## src/rtl/mem_arbiter.sv

```systemverilog
// Two-port (instruction fetch / load-store) arbiter onto a byte-wide synchronous RAM.
// Optional macro MEM_ARB_RR_EN: round-robin tie-break; otherwise MEM wins every tie.
module mem_arbiter (
    input  logic        clk,
    input  logic        rst,
    input  logic        if_req,
    input  logic [31:0] if_addr,
    output logic        if_done,
    output logic [31:0] if_rdata,
    input  logic        mem_req,
    input  logic        mem_we,
    input  logic [1:0]  mem_len,
    input  logic [31:0] mem_addr,
    input  logic [31:0] mem_wdata,
    output logic        mem_done,
    output logic [31:0] mem_rdata,
    output logic        ram_rw,
    output logic [31:0] ram_addr,
    output logic [7:0]  ram_dout,
    input  logic [7:0]  ram_din
);

    typedef enum logic [1:0] {IDLE, RD, WR, FIN} state_t;

    state_t      state_reg, state_next;
    logic [2:0]  cnt_reg, cnt_next;
    logic [2:0]  n_reg, n_next;
    logic [31:0] base_reg, base_next;
    logic [31:0] wdata_reg, wdata_next;
    logic [31:0] data_reg, data_next;
    logic        sel_mem_reg, sel_mem_next;
    logic        if_done_reg, if_done_next;
    logic        mem_done_reg, mem_done_next;
    logic [31:0] if_rdata_reg, if_rdata_next;
    logic [31:0] mem_rdata_reg, mem_rdata_next;
    logic        ram_rw_reg, ram_rw_next;
    logic [31:0] ram_addr_reg, ram_addr_next;
    logic [7:0]  ram_dout_reg, ram_dout_next;

    logic        tie_to_mem;
    logic        grant_mem;
    logic [2:0]  mem_nbytes;
    logic [1:0]  cap_idx;
    logic [31:0] data_merged;
    logic [7:0]  wbyte [4];

`ifdef MEM_ARB_RR_EN
    logic last_mem_reg, last_mem_next;
    assign tie_to_mem = ~last_mem_reg;
`else
    assign tie_to_mem = 1'b1;
`endif

    assign grant_mem = mem_req & (~if_req | tie_to_mem);

    always_comb begin
        case (mem_len)
            2'b00:   mem_nbytes = 3'd1;
            2'b01:   mem_nbytes = 3'd2;
            default: mem_nbytes = 3'd4;
        endcase
    end

    // byte i arrives two edges after its address was issued, i.e. when cnt = i+2
    assign cap_idx = cnt_reg[1:0] - 2'd2;

    genvar gi;
    generate
        for (gi = 0; gi < 4; gi++) begin : g_lane
            assign data_merged[8*gi +: 8] = (cap_idx == 2'(gi)) ? ram_din : data_reg[8*gi +: 8];
            assign wbyte[gi] = wdata_reg[8*gi +: 8];
        end
    endgenerate

    always_comb begin
        state_next     = state_reg;
        cnt_next       = cnt_reg;
        n_next         = n_reg;
        base_next      = base_reg;
        wdata_next     = wdata_reg;
        data_next      = data_reg;
        sel_mem_next   = sel_mem_reg;
        if_done_next   = 1'b0;
        mem_done_next  = 1'b0;
        if_rdata_next  = if_rdata_reg;
        mem_rdata_next = mem_rdata_reg;
        ram_rw_next    = ram_rw_reg;
        ram_addr_next  = ram_addr_reg;
        ram_dout_next  = ram_dout_reg;
`ifdef MEM_ARB_RR_EN
        last_mem_next  = last_mem_reg;
`endif
        case (state_reg)
            IDLE: begin
                if (if_req || mem_req) begin
                    sel_mem_next  = grant_mem;
                    base_next     = grant_mem ? mem_addr : if_addr;
                    ram_addr_next = grant_mem ? mem_addr : if_addr;
                    n_next        = grant_mem ? mem_nbytes : 3'd4;
                    wdata_next    = mem_wdata;
                    data_next     = '0;
                    cnt_next      = 3'd1;
`ifdef MEM_ARB_RR_EN
                    last_mem_next = grant_mem;
`endif
                    if (grant_mem && mem_we) begin
                        state_next    = WR;
                        ram_rw_next   = 1'b1;
                        ram_dout_next = mem_wdata[7:0];
                    end else begin
                        state_next = RD;
                    end
                end
            end
            RD: begin
                cnt_next = cnt_reg + 3'd1;
                if (cnt_reg < n_reg)
                    ram_addr_next = base_reg + {29'd0, cnt_reg};
                if (cnt_reg >= 3'd2)
                    data_next = data_merged;
                if (cnt_reg == n_reg + 3'd1) begin
                    state_next = FIN;
                    if (sel_mem_reg) begin
                        mem_done_next  = 1'b1;
                        mem_rdata_next = data_merged;
                    end else begin
                        if_done_next  = 1'b1;
                        if_rdata_next = data_merged;
                    end
                end
            end
            WR: begin
                cnt_next = cnt_reg + 3'd1;
                if (cnt_reg == n_reg) begin
                    state_next    = FIN;
                    ram_rw_next   = 1'b0;
                    mem_done_next = 1'b1;
                end else begin
                    ram_addr_next = base_reg + {29'd0, cnt_reg};
                    ram_dout_next = wbyte[cnt_reg[1:0]];
                end
            end
            default: state_next = IDLE;
        endcase
    end

    always_ff @(posedge clk or negedge rst) begin
        if (!rst) begin
            state_reg     <= IDLE;
            cnt_reg       <= '0;
            n_reg         <= '0;
            base_reg      <= '0;
            wdata_reg     <= '0;
            data_reg      <= '0;
            sel_mem_reg   <= 1'b0;
            if_done_reg   <= 1'b0;
            mem_done_reg  <= 1'b0;
            if_rdata_reg  <= '0;
            mem_rdata_reg <= '0;
            ram_rw_reg    <= 1'b0;
            ram_addr_reg  <= '0;
            ram_dout_reg  <= '0;
`ifdef MEM_ARB_RR_EN
            last_mem_reg  <= 1'b0;
`endif
        end else begin
            state_reg     <= state_next;
            cnt_reg       <= cnt_next;
            n_reg         <= n_next;
            base_reg      <= base_next;
            wdata_reg     <= wdata_next;
            data_reg      <= data_next;
            sel_mem_reg   <= sel_mem_next;
            if_done_reg   <= if_done_next;
            mem_done_reg  <= mem_done_next;
            if_rdata_reg  <= if_rdata_next;
            mem_rdata_reg <= mem_rdata_next;
            ram_rw_reg    <= ram_rw_next;
            ram_addr_reg  <= ram_addr_next;
            ram_dout_reg  <= ram_dout_next;
`ifdef MEM_ARB_RR_EN
            last_mem_reg  <= last_mem_next;
`endif
        end
    end

    assign if_done   = if_done_reg;
    assign mem_done  = mem_done_reg;
    assign if_rdata  = if_rdata_reg;
    assign mem_rdata = mem_rdata_reg;
    assign ram_rw    = ram_rw_reg;
    assign ram_addr  = ram_addr_reg;
    assign ram_dout  = ram_dout_reg;

endmodule
```

## config.mk

```make
export PLATFORM = sky130hd
export DESIGN_NAME = mem_arbiter
export DESIGN_NICKNAME = d
export VERILOG_FILES = /design/src/rtl/mem_arbiter.sv
export SDC_FILE = /design/constraint.sdc
export NUM_CORES = 1
export LEC_CHECK = 0
export ABC_AREA = 0
export BUFFER_PORTS_ARGS = -buffer_cell sky130_fd_sc_hd__clkbuf_2
export CORE_MARGIN = 4
export CORE_UTILIZATION = 50
export DETAILED_ROUTE_END_ITERATION = 7
export GPL_TIMING_DRIVEN = 0
export HOLD_SLACK_MARGIN = 0.02
export PLACE_DENSITY_LB_ADDON = 0.08
export SYNTH_ARGS = -nofsm -noshare
export SYNTH_HDL_FRONTEND = slang
export SYNTH_SLANG_ARGS = --single-unit
```

## constraint.sdc

```tcl
create_clock -name clk -period 6.9 [get_ports clk]
set_clock_uncertainty 0.2 [all_clocks]
set_input_delay 2.07 -clock clk [delete_from_list [all_inputs] [get_ports clk]]
set_output_delay 2.07 -clock clk [all_outputs]
set_load 0.02 [all_outputs]
```

# Word-level counts from Yosys, hierarchy flattened
# Index checks and enable logic that the tools add are counted.
dict set report op_classes {
  addsub 4
  magnitude_cmp 3
  n_eq_ne 15
  mux 39
  bitwise_logic 2
  reduce_logical 19
}
# op count
set ops {}
lappend ops {{$mux W32} 6}
lappend ops {{$pmux W32 S3} 1}
lappend ops {{$mux W8} 9}
lappend ops {{$pmux W32 S2} 1}
lappend ops {{$add A32 B3 Y32} 1}
lappend ops {{$bmux W8 S2} 1}
lappend ops {{$pmux W8 S2} 1}
lappend ops {{$ne A2 B2 Y1 const B} 7}
lappend ops {{$pmux W3 S2} 2}
lappend ops {{$reduce_and A3 Y1} 4}
lappend ops {{$reduce_and A4 Y1} 3}
lappend ops {{$mux W1} 9}
lappend ops {{$mux W2} 4}
lappend ops {{$add A3 B1 Y3 const B} 2}
lappend ops {{$eq A2 B1 Y1 const B} 3}
lappend ops {{$eq A2 B2 Y1 const B} 3}
lappend ops {{$eq A3 B3 Y1} 2}
lappend ops {{$logic_not A2 Y1} 3}
lappend ops {{$mux W3} 2}
lappend ops {{$pmux W2 S3} 1}
lappend ops {{$reduce_bool A2 Y1} 3}
lappend ops {{$pmux W1 S2} 2}
lappend ops {{$reduce_and A2 Y1} 2}
lappend ops {{$ge A3 B2 Y1 const B} 1}
lappend ops {{9 further kinds} 9}
dict set report word_totals {
  regBits 212
  inputBits 111
  word_cells 96
}

# Logic depth before layout (Yosys ltp)
dict set report logic_depth {
  ltp_word 6
  ltp_mapped 10
  mapped_depth_nobuf 7
}

# Worst setup path after synthesis
# Ideal clock, no wire load.
dict set report synth_timing {
  path_kind {in2reg}
  startpoint {input mem_req}
  endpoint {register base_reg[16]}
  setup_time_ns 0.125
  arrival_time_ns 3.559
  path_slack_ns 3.016
  path_stages 5
  path_buffers 3
  cell_sequence {buf_2 o21ai_0 clkbuf_1 clkbuf_1 mux2_2}
}
dict set report synth_via {
  elab_chain_cells 2
  elab_cells_between_ends 3
  cone_classes {mux (1); reduce/logical (2)}
}
# item line_no
set synth_lines {}
lappend synth_lines {{start, declared} 10} ;# input logic mem_req,
lappend synth_lines {{$logic_or A1 B1 Y1} 95} ;# if (if_req || mem_req) begin
lappend synth_lines {{$reduce_and A2 Y1 (no line)} --}
lappend synth_lines {{end signal, assigned} 170} ;# base_reg <= base_next;
lappend synth_lines {{end, declared} 28} ;# logic [31:0] base_reg, base_next;
# Several ways; a longest one is shown, not always the timed one.
# A chain may end at the register's enable or synchronous reset.

# Worst setup path after layout
dict set report layout_timing {
  startpoint {input mem_req}
  endpoint {register ram_addr_reg[9] (netlist: ram_addr[9])}
}
dict set report layout_via {
  elab_chain_cells 3
  elab_cells_between_ends 6
  cone_classes {eq/ne (1); mux (3); reduce/logical (2)}
}
# item line_no
set layout_lines {}
lappend layout_lines {{$mux W32 or $logic_or A1 B1 Y1 (tied branches)} {98, 95}}
lappend layout_lines {{$mux W32 or $ne A2 B2 Y1 (tied branches)} --}
lappend layout_lines {{$pmux W32 S3 or $reduce_and A4 Y1 (tied branches)} --}
lappend layout_lines {{end signal, assigned} 179} ;# ram_addr_reg <= ram_addr_next;
lappend layout_lines {{end, declared} 37} ;# logic [31:0] ram_addr_reg, ram_addr_next;
# Several ways; a longest one is shown, not always the timed one. The select of a mux whose other input is x is not followed.

==> impl_summary.md <==
Power
Summed over all cells, the static leakage comes to ~5.8 nW. The combinational cell fraction of total power is between 40% and 50%. Dividing total power by cell area gives a power density of around 530 mW/mm2. The switching power as a share of total power is between 40% and 50%.

The share of power burned in the clock network is 18.2%. The switching power is 2.72 mW. VDD sags by at most between 0.0003 and 0.0004 V. Registers are responsible for between 30% and 40% of the overall power. The internal portion of the total power is roughly 3.6 mW.

Worst setup path
The largest fanout of any net on the critical path is 10. The required time of the worst setup path is around 7100 ps. The critical path crosses 8 cells after its start point. In this design, the stage delay of the slowest critical-path cell is 550 ps. The capture point of the worst reg-to-reg path is ram_addr[9].

The largest individual stage delay along the critical path comes from the cell sky130_fd_sc_hd__clkbuf_1. Following the worst setup path forward leads to its endpoint at ram_addr[9]. For flop-to-flop paths, the worst setup slack is between 3000 and 4000 ps.

The capturing element type of the critical path is a flip-flop. The launching instance or port of the critical path is mem_req. Walking the worst path, the cells encountered are clkbuf_2 -> buf_2 -> nor3b_1 -> nor2_1 -> nand4_1 -> clkbuf_1 -> buf_1 -> o21ai_0.

The reg-to-reg startpoint is cnt_reg[0]. The sum of buffers and inverters on the critical path is 4. STA puts the critical path data arrival time at 4480 ps. STA classifies the critical path startpoint as an input port.

On the critical path the largest part of the delay comes from buffers and inverters. By startpoint and endpoint, the worst setup path is classified as in2reg. The number of cells on the worst reg-to-reg path is 8.

Synthesis
The post-synthesis cell type count is between 50 and 60. The cell type with the largest total area after synthesis is sky130_fd_sc_hd__dfrtp_1. By area the synthesized netlist is led by sky130_fd_sc_hd__dfrtp_1 53%, sky130_fd_sc_hd__mux2i_1 7.7%, sky130_fd_sc_hd__o21ai_0 5.9%, sky130_fd_sc_hd__nand2_1 5.6%, sky130_fd_sc_hd__mux2_2 3.9%.

The synthesized design contains 0 enable-type register cells. The most common cell in the synthesized netlist is sky130_fd_sc_hd__dfrtp_1. The number of synthesis warnings is 0. Sequential elements use 53.4% of the synthesized area. Counting every net in the synthesized netlist gives about 1100.

Of the post-synthesis cell area, the dominant cell type holds a little over half. The synthesized area is 0.00993 mm2. The register bit total from synthesis is 212. The number of instances in the synthesized netlist is just over 900. The async set-reset flop share out of synthesis is between 90% and 100%. The synthesized area per cell is 10.7 um2. The dominant synthesized flop cell is sky130_fd_sc_hd__dfrtp_1. Ranked by instance count, the synthesized netlist is headed by 212 x sky130_fd_sc_hd__dfrtp_1, 149 x sky130_fd_sc_hd__nand2_1, 117 x sky130_fd_sc_hd__o21ai_0.

Route
The number of remaining DRC errors is 0. Dividing the detail-routed wire length by the instance count gives 18.3 um. The final layout contains routed wiring with a total length of approximately 26000 um. The violation count after the first detailed-routing iteration is 402. In this run the remaining antenna-violating nets after routing total 0. In the routed layout, each cell is associated on average with a via count of ~5.5. The via total after detailed routing is roughly 7900. The number of iterations in the first detailed-routing pass is 4.

Die
The die is 149 um wide. The die footprint is between 0.02 and 0.025 mm2. The number of top-level pins is about 220. The die boundary height is around 150 um.

The site row count is 51. The core region is 0.0195 mm2. The initial standard-cell utilization of the core is a little over 50%.

Layout
After routing the design area is ~0.012 mm2. Of the cells placed in the final design, the portion with a size suffix greater than 1 is around a quarter. The antenna diode instance count is 0. The final cell utilization of the core is 61.9%. The number of nets in the layout is roughly 1300.

From synthesis to final layout, the design area changed by 21.6%.

Placed design
The wire-length estimate of the detail-placed layout is 19300 um. The post-placement cell area is approximately 0.011 mm2. The port buffer count is approximately 210.

The routability congestion estimate from global placement is between 0.8 and 0.9.

Global routing
Entering global routing, the biggest net connects 95 pins. For this run, the total global-route usage over all layers was measured as roughly a quarter. The via count of the first global-routing pass is ~7900. Summed over all layers, the global routing overflow is 0.

The global-route wire length before repair is ~42000 um. The number of antenna violations at the first check in global routing is 1.

Clock tree
Hold repair after CTS inserted 0 buffers. TritonCTS built the clock tree. The source-to-sink clock delay at the later pin of the worst-skew pair is about 520 ps. After clock tree synthesis, the clock-pin slew on the worst setup and hold paths is approximately 60 ps. Counting every sink on the clock net gives roughly 210. The clock passes through at most 3 buffers. The post-CTS setup-driven buffer insertion count is 0. The number of instances resized during post-cts repair is 0. The TritonCTS buffer count is 22.

CTS built an H-tree with a depth of 1. The root buffer cell chosen for the clock tree is sky130_fd_sc_hd__clkbuf_16.

Timing
In the final timing run, aggregate negative setup slack is 0 ps. The final number of max-transition violations was 0. The maximum clock frequency is 232 MHz. The smallest clock period supported by the final layout is computed as ~4300 ps. Measured against its own limit, the worst slew margin works out to between 30% and 40%.

At the pin with the least slew margin, the transition time is a little over 900 ps. Setup repair after global routing left no endpoint under its margin. The final critical-path share of the clock period is a little over three fifths. The count of final hold-check violations came to 0. Setup violations remaining at the end of the flow were counted as 0.

Status
The flow ran to the end, and the final reports show no timing, DRC or antenna violations.

Worst hold path
The class of the tightest hold or removal check is reg2reg. The worst hold path passes through 2 cells.

Job
The max-cap violation count is 0.
worst min-delay path, cell delays in order, from the launching register on:
cell and delay (ps):
sky130_fd_sc_hd__dfrtp_1 340, sky130_fd_sc_hd__nand2_1 40, sky130_fd_sc_hd__o21ai_0 60
layout make-up:
cell class | count | area, um2
fillers | 1685 | 7440
flip-flops and latches | 212 | 5310
multi-input cells | 636 | 4320
repair buffers | 211 | 1110
clock buffers | 26 | 596
well taps | 265 | 332
plain buffers | 66 | 256
clock inverters | 13 | 104
inverters | 15 | 56.3
through the flow:
step / setup slack (ps) / cells / hold slack [ps] / total power [mW]
2_1_floorplan: 3020 / 929 / 250 / 4.21
3_3_place_gp: -723 / 1403 / 261 / 5.15
3_5_place_dp: 2200 / 1405 / 263 / 5.21
4_1_cts: 2700 / 1444 / 284 / 6.39
5_1_grt: 2460 / 1444 / 303 / 6.82
6_report: 2590 / 1444 / 277 / 6.35
power groups by stage:
stage / logic [mW] / registers [mW] / clock network [mW]
after CTS: 2.96 / 2.25 / 1.18
after global routing: 3.26 / 2.33 / 1.23
final: 2.94 / 2.25 / 1.15
after floorplan: 1.66 / 2.55 / 0
after detailed placement: 2.95 / 2.27 / 0
after global placement: 2.90 / 2.25 / 0
worst min path at each step:
stage | startpoint | slack, ps | end
final | if_rdata[16] | 280 | if_rdata[16]
after global routing | if_rdata[31] | 300 | if_rdata[31]
after CTS | if_rdata[16] | 280 | if_rdata[16]
after detailed placement | ram_addr[10] | 260 | ram_addr[10]
after global placement | if_rdata[31] | 260 | if_rdata[31]
after floorplan | base_reg[30] | 250 | base_reg[30]
per-layer routing:
metal  wire length (um)  GRT usage (%)
met1              11700           32.6
met2              12500           39.1
met3               1490           4.04
met4                786           6.64
met5                 13              0
cell usage in the layout, fill, tap and decap left out, drive strengths merged, types with 8 or more instances in the layout:
cell type and instances:
clkbuf 283, dfrtp 212, nand2 149, o21ai 118, mux2i 76, mux2 34, a22o 33, nor2 25
a21oi 24, buf 20, nor3 17, inv 15, ha 15, xor2 14, nand3 13, xnor2 11
clkinv 11, nor4 11, o211ai 9, a221o 9, nand4 8, and2 8, mux4 8
logic make-up (layout without fill, tap and decap cells):
group | after synthesis | after routing | synth area share, %
xor+xnor | 26 | 26 | 2.44
flops | 212 | 212 | 53.4
mux | 118 | 118 | 13.3
buf+inv | 81 | 331 | 3.15
compound gates | 215 | 215 | 13.4
simple gates | 261 | 261 | 12.2
fa+ha+maj | 16 | 16 | 2.09
No activity file was read; power rests on OpenSTA's default activity.
